### src/rtl/uart_pkg.sv
// Shared UART definitions: bit timing defaults, tx state encoding and the
// parity rule used by both the transmit and receive stages.
package uart_pkg;

    localparam int CLKS_PER_BIT_DEF = 16;
    localparam int FRAME_BITS_BASE  = 10;  // start + 8 data + parity

    typedef enum logic [2:0] {
        TX_IDLE   = 3'd0,
        TX_START  = 3'd1,
        TX_DATA   = 3'd2,
        TX_PARITY = 3'd3,
        TX_STOP   = 3'd4
    } tx_state_e;

    function automatic int frame_bits(input int stop_bits);
        return FRAME_BITS_BASE + stop_bits;
    endfunction

    // Even wins when both are set; neither set falls back to even.
    function automatic logic parity_calc(input logic [7:0] data,
                                         input logic       even,
                                         input logic       odd);
        if (even || !odd) begin
            return ^data;
        end
        return ~(^data);
    endfunction

endpackage

### src/rtl/uart_bit_timer.sv
// Per-bit clock counter: counts 0..CLKS_PER_BIT-1 and flags the last count.
module uart_bit_timer
    import uart_pkg::*;
#(
    parameter int CLKS_PER_BIT = CLKS_PER_BIT_DEF
) (
    input  logic clk_tx,
    input  logic rst,
    input  logic clear,
    output logic bit_tick
);

    localparam int W = $clog2(CLKS_PER_BIT);

    logic [W-1:0] clk_cnt_q;
    logic [W-1:0] clk_cnt_d;

    assign bit_tick = (clk_cnt_q == W'(CLKS_PER_BIT - 1));

    always_comb begin
        clk_cnt_d = clk_cnt_q + W'(1);
        if (clear || bit_tick) begin
            clk_cnt_d = '0;
        end
    end

    always_ff @(posedge clk_tx) begin
        if (rst) begin
            clk_cnt_q <= '0;
        end else begin
            clk_cnt_q <= clk_cnt_d;
        end
    end

endmodule

### src/rtl/uart_tx.sv
// UART transmitter: start, 8 data bits LSB first, parity, 1-2 stop bits.
// All outputs are registered so the line level changes on the accepting edge.
module uart_tx
    import uart_pkg::*;
#(
    parameter int   CLKS_PER_BIT = CLKS_PER_BIT_DEF,
    parameter logic PARITY_EVEN  = 1'b1,
    parameter logic PARITY_ODD   = 1'b0,
    parameter int   STOP_BITS    = 1
) (
    input  logic       clk_tx,
    input  logic       rst,
    input  logic [7:0] tx_data,
    input  logic       tx_start,
    output logic       dataout_tx,
    output logic       tx_busy,
    output logic       tx_done
);

    localparam logic STOP_LAST = 1'(STOP_BITS - 1);

    tx_state_e  state_q, state_d;
    logic [7:0] shift_q, shift_d;
    logic [2:0] bit_idx_q, bit_idx_d;
    logic       stop_idx_q, stop_idx_d;
    logic       parity_q, parity_d;
    logic       dout_q, dout_d;
    logic       busy_q, busy_d;
    logic       done_q, done_d;
    logic       bit_tick;

    uart_bit_timer #(.CLKS_PER_BIT(CLKS_PER_BIT)) u_timer (
        .clk_tx  (clk_tx),
        .rst     (rst),
        .clear   (state_q == TX_IDLE),
        .bit_tick(bit_tick)
    );

    always_comb begin
        state_d    = state_q;
        shift_d    = shift_q;
        bit_idx_d  = bit_idx_q;
        stop_idx_d = stop_idx_q;
        parity_d   = parity_q;
        dout_d     = dout_q;
        busy_d     = busy_q;
        done_d     = 1'b0;
        unique case (state_q)
            TX_IDLE: begin
                dout_d = 1'b1;
                busy_d = 1'b0;
                if (tx_start && !busy_q) begin
                    state_d    = TX_START;
                    shift_d    = tx_data;
                    parity_d   = parity_calc(tx_data, PARITY_EVEN, PARITY_ODD);
                    bit_idx_d  = '0;
                    stop_idx_d = 1'b0;
                    dout_d     = 1'b0;
                    busy_d     = 1'b1;
                end
            end
            TX_START: begin
                if (bit_tick) begin
                    state_d = TX_DATA;
                    dout_d  = shift_q[0];
                end
            end
            TX_DATA: begin
                if (bit_tick) begin
                    shift_d = shift_q >> 1;
                    if (bit_idx_q == 3'd7) begin
                        state_d = TX_PARITY;
                        dout_d  = parity_q;
                    end else begin
                        bit_idx_d = bit_idx_q + 3'd1;
                        dout_d    = shift_q[1];
                    end
                end
            end
            TX_PARITY: begin
                if (bit_tick) begin
                    state_d    = TX_STOP;
                    stop_idx_d = 1'b0;
                    dout_d     = 1'b1;
                end
            end
            TX_STOP: begin
                if (bit_tick) begin
                    if (stop_idx_q == STOP_LAST) begin
                        state_d = TX_IDLE;
                        busy_d  = 1'b0;
                        done_d  = 1'b1;
                    end else begin
                        stop_idx_d = stop_idx_q + 1'b1;
                    end
                end
            end
            default: begin
                state_d = TX_IDLE;
                dout_d  = 1'b1;
                busy_d  = 1'b0;
            end
        endcase
    end

    always_ff @(posedge clk_tx) begin
        if (rst) begin
            state_q    <= TX_IDLE;
            shift_q    <= '0;
            bit_idx_q  <= '0;
            stop_idx_q <= 1'b0;
            parity_q   <= 1'b0;
            dout_q     <= 1'b1;
            busy_q     <= 1'b0;
            done_q     <= 1'b0;
        end else begin
            state_q    <= state_d;
            shift_q    <= shift_d;
            bit_idx_q  <= bit_idx_d;
            stop_idx_q <= stop_idx_d;
            parity_q   <= parity_d;
            dout_q     <= dout_d;
            busy_q     <= busy_d;
            done_q     <= done_d;
        end
    end

    assign dataout_tx = dout_q;
    assign tx_busy    = busy_q;
    assign tx_done    = done_q;

endmodule

### config.mk
export PLATFORM = sky130hd
export DESIGN_NAME = uart_tx
export DESIGN_NICKNAME = d
export VERILOG_FILES = /design/src/rtl/uart_pkg.sv /design/src/rtl/uart_bit_timer.sv /design/src/rtl/uart_tx.sv
export SDC_FILE = /design/constraint.sdc
export NUM_CORES = 1
export LEC_CHECK = 0
export ABC_AREA = 1
export CORE_UTILIZATION = 58
export CTS_BUF_LIST = sky130_fd_sc_hd__clkbuf_8
export CTS_CLUSTER_DIAMETER = 80
export CTS_CLUSTER_SIZE = 25
export DETAILED_ROUTE_END_ITERATION = 7
export PLACE_DENSITY = 0.86
export SYNTH_ARGS = -nofsm -noshare
export SYNTH_HDL_FRONTEND = slang
export SYNTH_SLANG_ARGS = --single-unit
### constraint.sdc
create_clock -name clk_tx -period 2 [get_ports clk_tx]
set_input_delay 0.4 -clock clk_tx [delete_from_list [all_inputs] [get_ports clk_tx]]
set_output_delay 0.4 -clock clk_tx [all_outputs]
set_load 0.01 [all_outputs]
==> flow_summary_export.csv, run 1 <==
group,metric,value,unit
synth,ys_ff_latch,22,
route,drtIter0Drc,31,
pwr,finalPower,2.125,mW
worst_setup_path,startpoint,"tx_start",
clock_network,clk_pin_slew_worst_paths,80,ps
timing,slew-limit-headroom,0.7900,
timing,grt_setup_unrepaired,"false",
die,pin_count,14,
timing,setup_violations,0,
global_routing,grt_util_all_layers,0.2736,
worst_setup_path,cp-end-kind,"register",
hold_path,hp-start,"u_timer.clk_cnt_q[0]$_SDFF_PP0_",
synth,avgSynthCellArea,6.197,sq um
clock_network,tritoncts,"built",
die,die_h,49.48,um
timing,min_period_over_period,0.8339,
final_layout,design_area,1519,sq um
clock_network,cts_resized,0,
route,via_per_inst,5.266,
die,start_util,0.6403,
timing,tns,0,ps
die,num_rows,16,
clock_network,cts_buffer_depth,2,
status,outcome,"complete, no violations",
global_routing,grt_max_degree,14,
route,routed_wl,3009,um
clock_network,clkLatencyLatePin,260,ps
route,antenna_left,0,
route,drc,0,
synth,synth_edf_count,0,
worst_setup_path,cp_max_fo,4,
run,drv_cap,0,
synth,synth_top_area_frac,0.3368,
worst_setup_path,worstReg2RegStart,"u_timer.clk_cnt_q[0]$_SDFF_PP0_",
hold_path,hold_path.class,"reg2reg",
route,first_pass_iters,4,
clock_network,cts.sinks,22,
worst_setup_path,arrival,1830,ps
worst_setup_path,worstSetupPathType,"in2reg",
global_routing,grt_pass1_wl,5154,um
synth,ys_warn_count,0,
clock_network,h-tree-depth,1,
global_routing,grt_pass1_vias,1305,
final_layout,layout.nets,240,
worst_setup_path,cp-start-kind,"primary input",
global_routing,antenna_found_initial,0,
synth,ys_seq_area_frac,0.3368,
pwr,power.density,1399,nW/um^2
timing,drv_slew,0,
timing,skew,5.579,ps
clock_network,root_buffer,"clkbuf_8",
die,core_area,2042,sq um
die,die_w,49.48,um
synth,syn_inst,211,
place,dp_hpwl,2220,um
synth,synth_largest_area_cell,"dfxtp_1",
place,dpl-instance-area,1448,sq um
synth,synth_top_flop_cell,"dfxtp_1",
die,die_area,2448,sq um
synth,synth_nets,225,
synth,synth.most_common_cell,"nand2_1",
route,routedWlPerCell,11.94,um
synth,async_reset_ff_frac,0,
synth,ys_top_cells_by_area,"dfxtp_1 (34%), nand2_1 (21%), nor2_1 (7.8%)",
final_layout,layout-drive-gt1-share,0.07111,
place,gp_congestion,0.8818,
clock_network,cts_buffers,3,
timing,max_freq,599.6,MHz
synth,ys_types,25,
final_layout,antenna_cells,0,
place,io_buffers,13,
timing,worstMarginPinSlew,314.5,ps
timing,hold_viol_final,0,
synth,synth_area,1308,sq um
pwr,p_leak,0.7534,nW
timing,layout_min_cycle_time,1668,ps
clock_network,ctsHoldBuffers,0,
pwr,ir_drop,1.056,mV
final_layout,syn_to_final_growth,16.17,%
global_routing,overflow,0,
route,num_vias,1327,
clock_network,cts_setup_buffers,0,
synth,synth_top_cells_by_count,"nand2_1 (74), nor2_1 (27), inv_1 (24)",
final_layout,utilization,0.7439,
worst_setup_path,crit_required,2160,ps
worst paths after layout:
| kind | endpoint | slack, ps | cells after the start |
|---|---|---|---|
| worst max register to register | shift_q[6]$_SDFFE_PP0P_ | 370 | 8 |
| worst min-delay path | u_timer.clk_cnt_q[0]$_SDFF_PP0_ | 450 | 1 |
| worst min register to register | u_timer.clk_cnt_q[0]$_SDFF_PP0_ | 450 | 1 |
| worst max-delay path | bit_idx_q[0]$_SDFFE_PP0P_ | 330 | 9 |
state kept, by name, indices dropped and copies added (netlist names):
name / cells
tx_busy: 1
shift_q: 8
tx_done: 1
parity_q: 1
state_q: 3
bit_idx_q: 3
dataout_tx: 1
u_timer.clk_cnt_q: 4
where the power goes:
part / leakage [nW] / switching (mW) / internal, mW
combinational: 0.537 / 0.646 / 0.368
sequential: 0.181 / 0.112 / 0.585
clock: 0.0357 / 0.147 / 0.267
total: 0.753 / 0.905 / 1.22
per-stage QoR:
step	instances	setup slack, ps	hold WS [ps]
finish	252	332.1	455.0
global route	252	182.4	475.8
CTS	252	327.5	456.7
detailed placement	248	155.4	441.5
global placement	248	212.6	432.9
floorplan	211	572.3	417.5
placed cells by master, fill, tap and decap left out, drive strengths merged, types with 2 or more instances in the layout:
cell           count
ha                 3
a21oi             10
clkdlybuf4s50     13
nand4              2
o21ai             11
dfxtp             22
inv               25
clkbuf             3
nand3b             2
nor2              32
nand2             78
nand3             14
final cells by class:
type,count,area [sq um]
Inverter,26,97.59
Clock inverter,1,30.03
Fill cell,167,523.0
Sequential cell,22,440.4
Multi-Input combinational cell,159,738.2
Timing Repair Buffer,14,137.6
Tap cell,27,33.78
Clock buffer,3,41.29
worst max-delay path: stages:
cell             delay, ps
clkdlybuf4s50_1        470
inv_1                   50
nor2_1                 180
inv_1                   80
nor2_1                 250
inv_2                  100
nand2_2                110
o21a_1                 140
nor2_1                  50
routing by layer:
layer  vias up  GRT usage  wire [um]
met1       594     0.2956       1275
met3        10    0.08025        167
met5         -          0          0
met4         0    0.09524         64
li1        682          -          -
met2        41     0.5023       1501
cell families (layout without fill, tap and decap cells):
family / count (synthesis) / count (layout) / share of synthesized area
simple gates: 131 / 131 / 0.4306
buf+inv: 30 / 44 / 0.09855
compound gates: 23 / 23 / 0.09187
flops: 22 / 22 / 0.3368
fa+ha+maj: 3 / 3 / 0.02871
xor+xnor: 2 / 2 / 0.01340
Power figures use the tool's default switching activity.
==> inputs of run 2 (changes only) <==
==> constraint.sdc (replaced) <==
create_clock -name clk_tx -period 1.7 [get_ports clk_tx]
set_input_delay 0.34 -clock clk_tx [delete_from_list [all_inputs] [get_ports clk_tx]]
set_output_delay 0.34 -clock clk_tx [all_outputs]
set_load 0.01 [all_outputs]
==> flow_summary_export.csv, run 2 (synthesis results as in run 1) <==
group,metric,value,unit
status,outcome,"complete, no violations",
global_routing,grt_util_all_layers,0.2523,
worst_setup_path,critical_path.top_delay_family,"simple AND/OR/NAND/NOR gates",
clock_network,root_buffer,"clkbuf_8",
worst_setup_path,worstReg2RegStart,"u_timer.clk_cnt_q[0]$_SDFF_PP0_",
pwr,ir_drop,1.024,mV
final_layout,largest_reg_flops,8,
final_layout,multi_input_area,740.7,sq um
final_layout,ff_latch_area,440.4,sq um
run,drv_cap,0,
final_layout,fillers,153,
pwr,power.density,1666,nW/um^2
global_routing,grt_pass1_vias,1197,
die,die_w,49.48,um
route,drtIter0Drc,38,
final_layout,antenna_cells,0,
route,first_pass_iters,5,
timing,hold_viol_final,0,
route,drc,0,
global_routing,overflow,0,
timing,drv_slew,0,
worst_setup_path,critPathSlowestCell,"dfxtp_1",
place,dp_cells,252,
route,antenna_left,0,
timing,skew,4.404,ps
worst_setup_path,cp_slowest_stage_delay,360,ps
clock_network,clk_pin_slew_worst_paths,80,ps
worst_setup_path,rr_worst_depth,8,
final_layout,instances_no_fill,256,
worst_setup_path,crit_chain,"ha_1 -> nand2_1 -> nor2_1 -> nor2_2 -> nor2_4 -> nand2_2 -> nor2_1 -> nor2_2",
timing,tns,0,ps
hold_path,whs_path_depth,1,
die,core_area,2042,sq um
worst_setup_path,critical_path_depth,8,
final_layout,reg_top3,"shift_q (8), u_timer.clk_cnt_q (4)",
clock_network,cts_buffers,3,
final_layout,top_register,"shift_q",
worst_setup_path,cp-start-kind,"register",
final_layout,layout.nets,244,
final_layout,final_common_cell,"nand2_1",
die,num_rows,16,
final_layout,layout_common_cells,"nand2_1 (74), nor2_1 (26), inv_1 (24)",
timing,grt_setup_unrepaired,"false",
die,die_area,2448,sq um
die,start_util,0.6403,
timing,setup_violations,0,
global_routing,grt_pass1_wl,4892,um
clock_network,tritoncts,"built",
worst_setup_path,worstSetupPathType,"reg2reg",
route,num_vias,1329,
timing,slew-limit-headroom,0.7966,
worst_setup_path,reg2reg_slack,190,ps
worst_setup_path,cp_max_fo,11,
global_routing,antenna_found_initial,0,
hold_path,min_to,"u_timer.clk_cnt_q[0]$_SDFF_PP0_",
pwr,p_leak,0.7729,nW
worst_setup_path,crit_required,1870,ps
place,gp_congestion,0.8736,
clock_network,cts.sinks,22,
clock_network,h-tree-depth,1,
die,pin_count,14,
clock_network,clkLatencyLatePin,260,ps
timing,max_freq,662.8,MHz
worst_setup_path,arrival,1670,ps
final_layout,layout-drive-gt1-share,0.09170,
place,dpl-instance-area,1478,sq um
route,via_per_inst,5.191,
die,die_h,49.48,um
final_layout,syn_to_final_growth,18.66,%
timing,worstMarginPinSlew,304.7,ps
timing,layout_min_cycle_time,1509,ps
worst_setup_path,rr_endpoint,"shift_q[6]$_SDFFE_PP0P_",
worst_setup_path,cp-end-kind,"register",
worst_setup_path,cp_num_buf_inv,0,
clock_network,cts_buffer_depth,2,
route,routed_wl,2813,um
global_routing,grt_max_degree,14,
place,dp_hpwl,2130,um
final_layout,design_area,1551,sq um
place,io_buffers,13,
hold_path,hp-start,"u_timer.clk_cnt_q[0]$_SDFF_PP0_",
hold_path,hold_path.class,"reg2reg",
route,routedWlPerCell,10.99,um
clock_network,ctsHoldBuffers,0,
timing,min_period_over_period,0.8875,
[run 2: cell types whose count changed in the layout (fill, tap and decap cells not counted)]
cell    delta
nor2_1     -1
buf_4      +4
nor2_2     +1
[run 2: per-layer routing]
metal  GRT usage  vias to the layer above  wire (um)
li1            -                      696          -
met1      0.3244                      590       1326
met2      0.4361                       41       1310
met3     0.05247                        2        168
met4     0.04762                        0          7
met5           0                        -          0
[run 2: area by class of cell]
cell class / count / share of cell area
Inverter: 26 / 0.06290
Multi-Input combinational cell: 159 / 0.4774
Tap cell: 27 / 0.02177
Clock inverter: 1 / 0.01935
Clock buffer: 3 / 0.02661
Timing Repair Buffer: 18 / 0.1081
Sequential cell: 22 / 0.2839
[run 2: worst register-to-register path, stage by stage, from the launching register on]
cell and delay [ps]:
dfxtp_1 360, ha_1 190, nand2_1 80, nor2_1 220, nor2_2 90, nor2_4 120
nand2_2 150, nor2_1 150, nor2_2 50
[run 2: how the worst max path moves through the flow]
stage,slack (ps),startpoint,to
2_1_floorplan,270,u_timer.clk_cnt_q[0]$_SDFF_PP0_,shift_q[6]$_SDFFE_PP0P_
3_5_place_dp,-0.9,tx_start,bit_idx_q[0]$_SDFFE_PP0P_
5_1_grt,20,u_timer.clk_cnt_q[0]$_SDFF_PP0_,shift_q[6]$_SDFFE_PP0P_
3_3_place_gp,70,tx_start,shift_q[6]$_SDFFE_PP0P_
4_1_cts,160,u_timer.clk_cnt_q[0]$_SDFF_PP0_,state_q[1]$_SDFFE_PP0P_
6_report,190,u_timer.clk_cnt_q[0]$_SDFF_PP0_,shift_q[6]$_SDFFE_PP0P_
[run 2: repair_timing]
item                                    in CTS  in global routing
gates resized for setup                      0                  1
setup buffers                                0                  0
endpoints found under the setup margin       0                  2
endpoints found under the hold margin        0                  0
[run 2: power breakdown]
part | leakage, nW | total, mW | internal (mW) | switching (mW)
clock network | 0.0357 | 0.488 | 0.315 | 0.174
registers | 0.181 | 0.814 | 0.688 | 0.126
logic | 0.556 | 1.28 | 0.513 | 0.769
total | 0.773 | 2.58 | 1.52 | 1.07
[run 2: stage by stage]
stage	worst slack, ps	hold slack, ps	utilization	power (mW)
after floorplan	272.3	417.5	-	1.784
final	191.3	455.0	0.7598	2.585
after CTS	157.7	461.5	0.7586	2.574
after global routing	21.25	484.2	0.7598	2.821
after global placement	70.62	433.2	0.7237	2.025
after detailed placement	-0.8593	447.6	0.7237	2.081
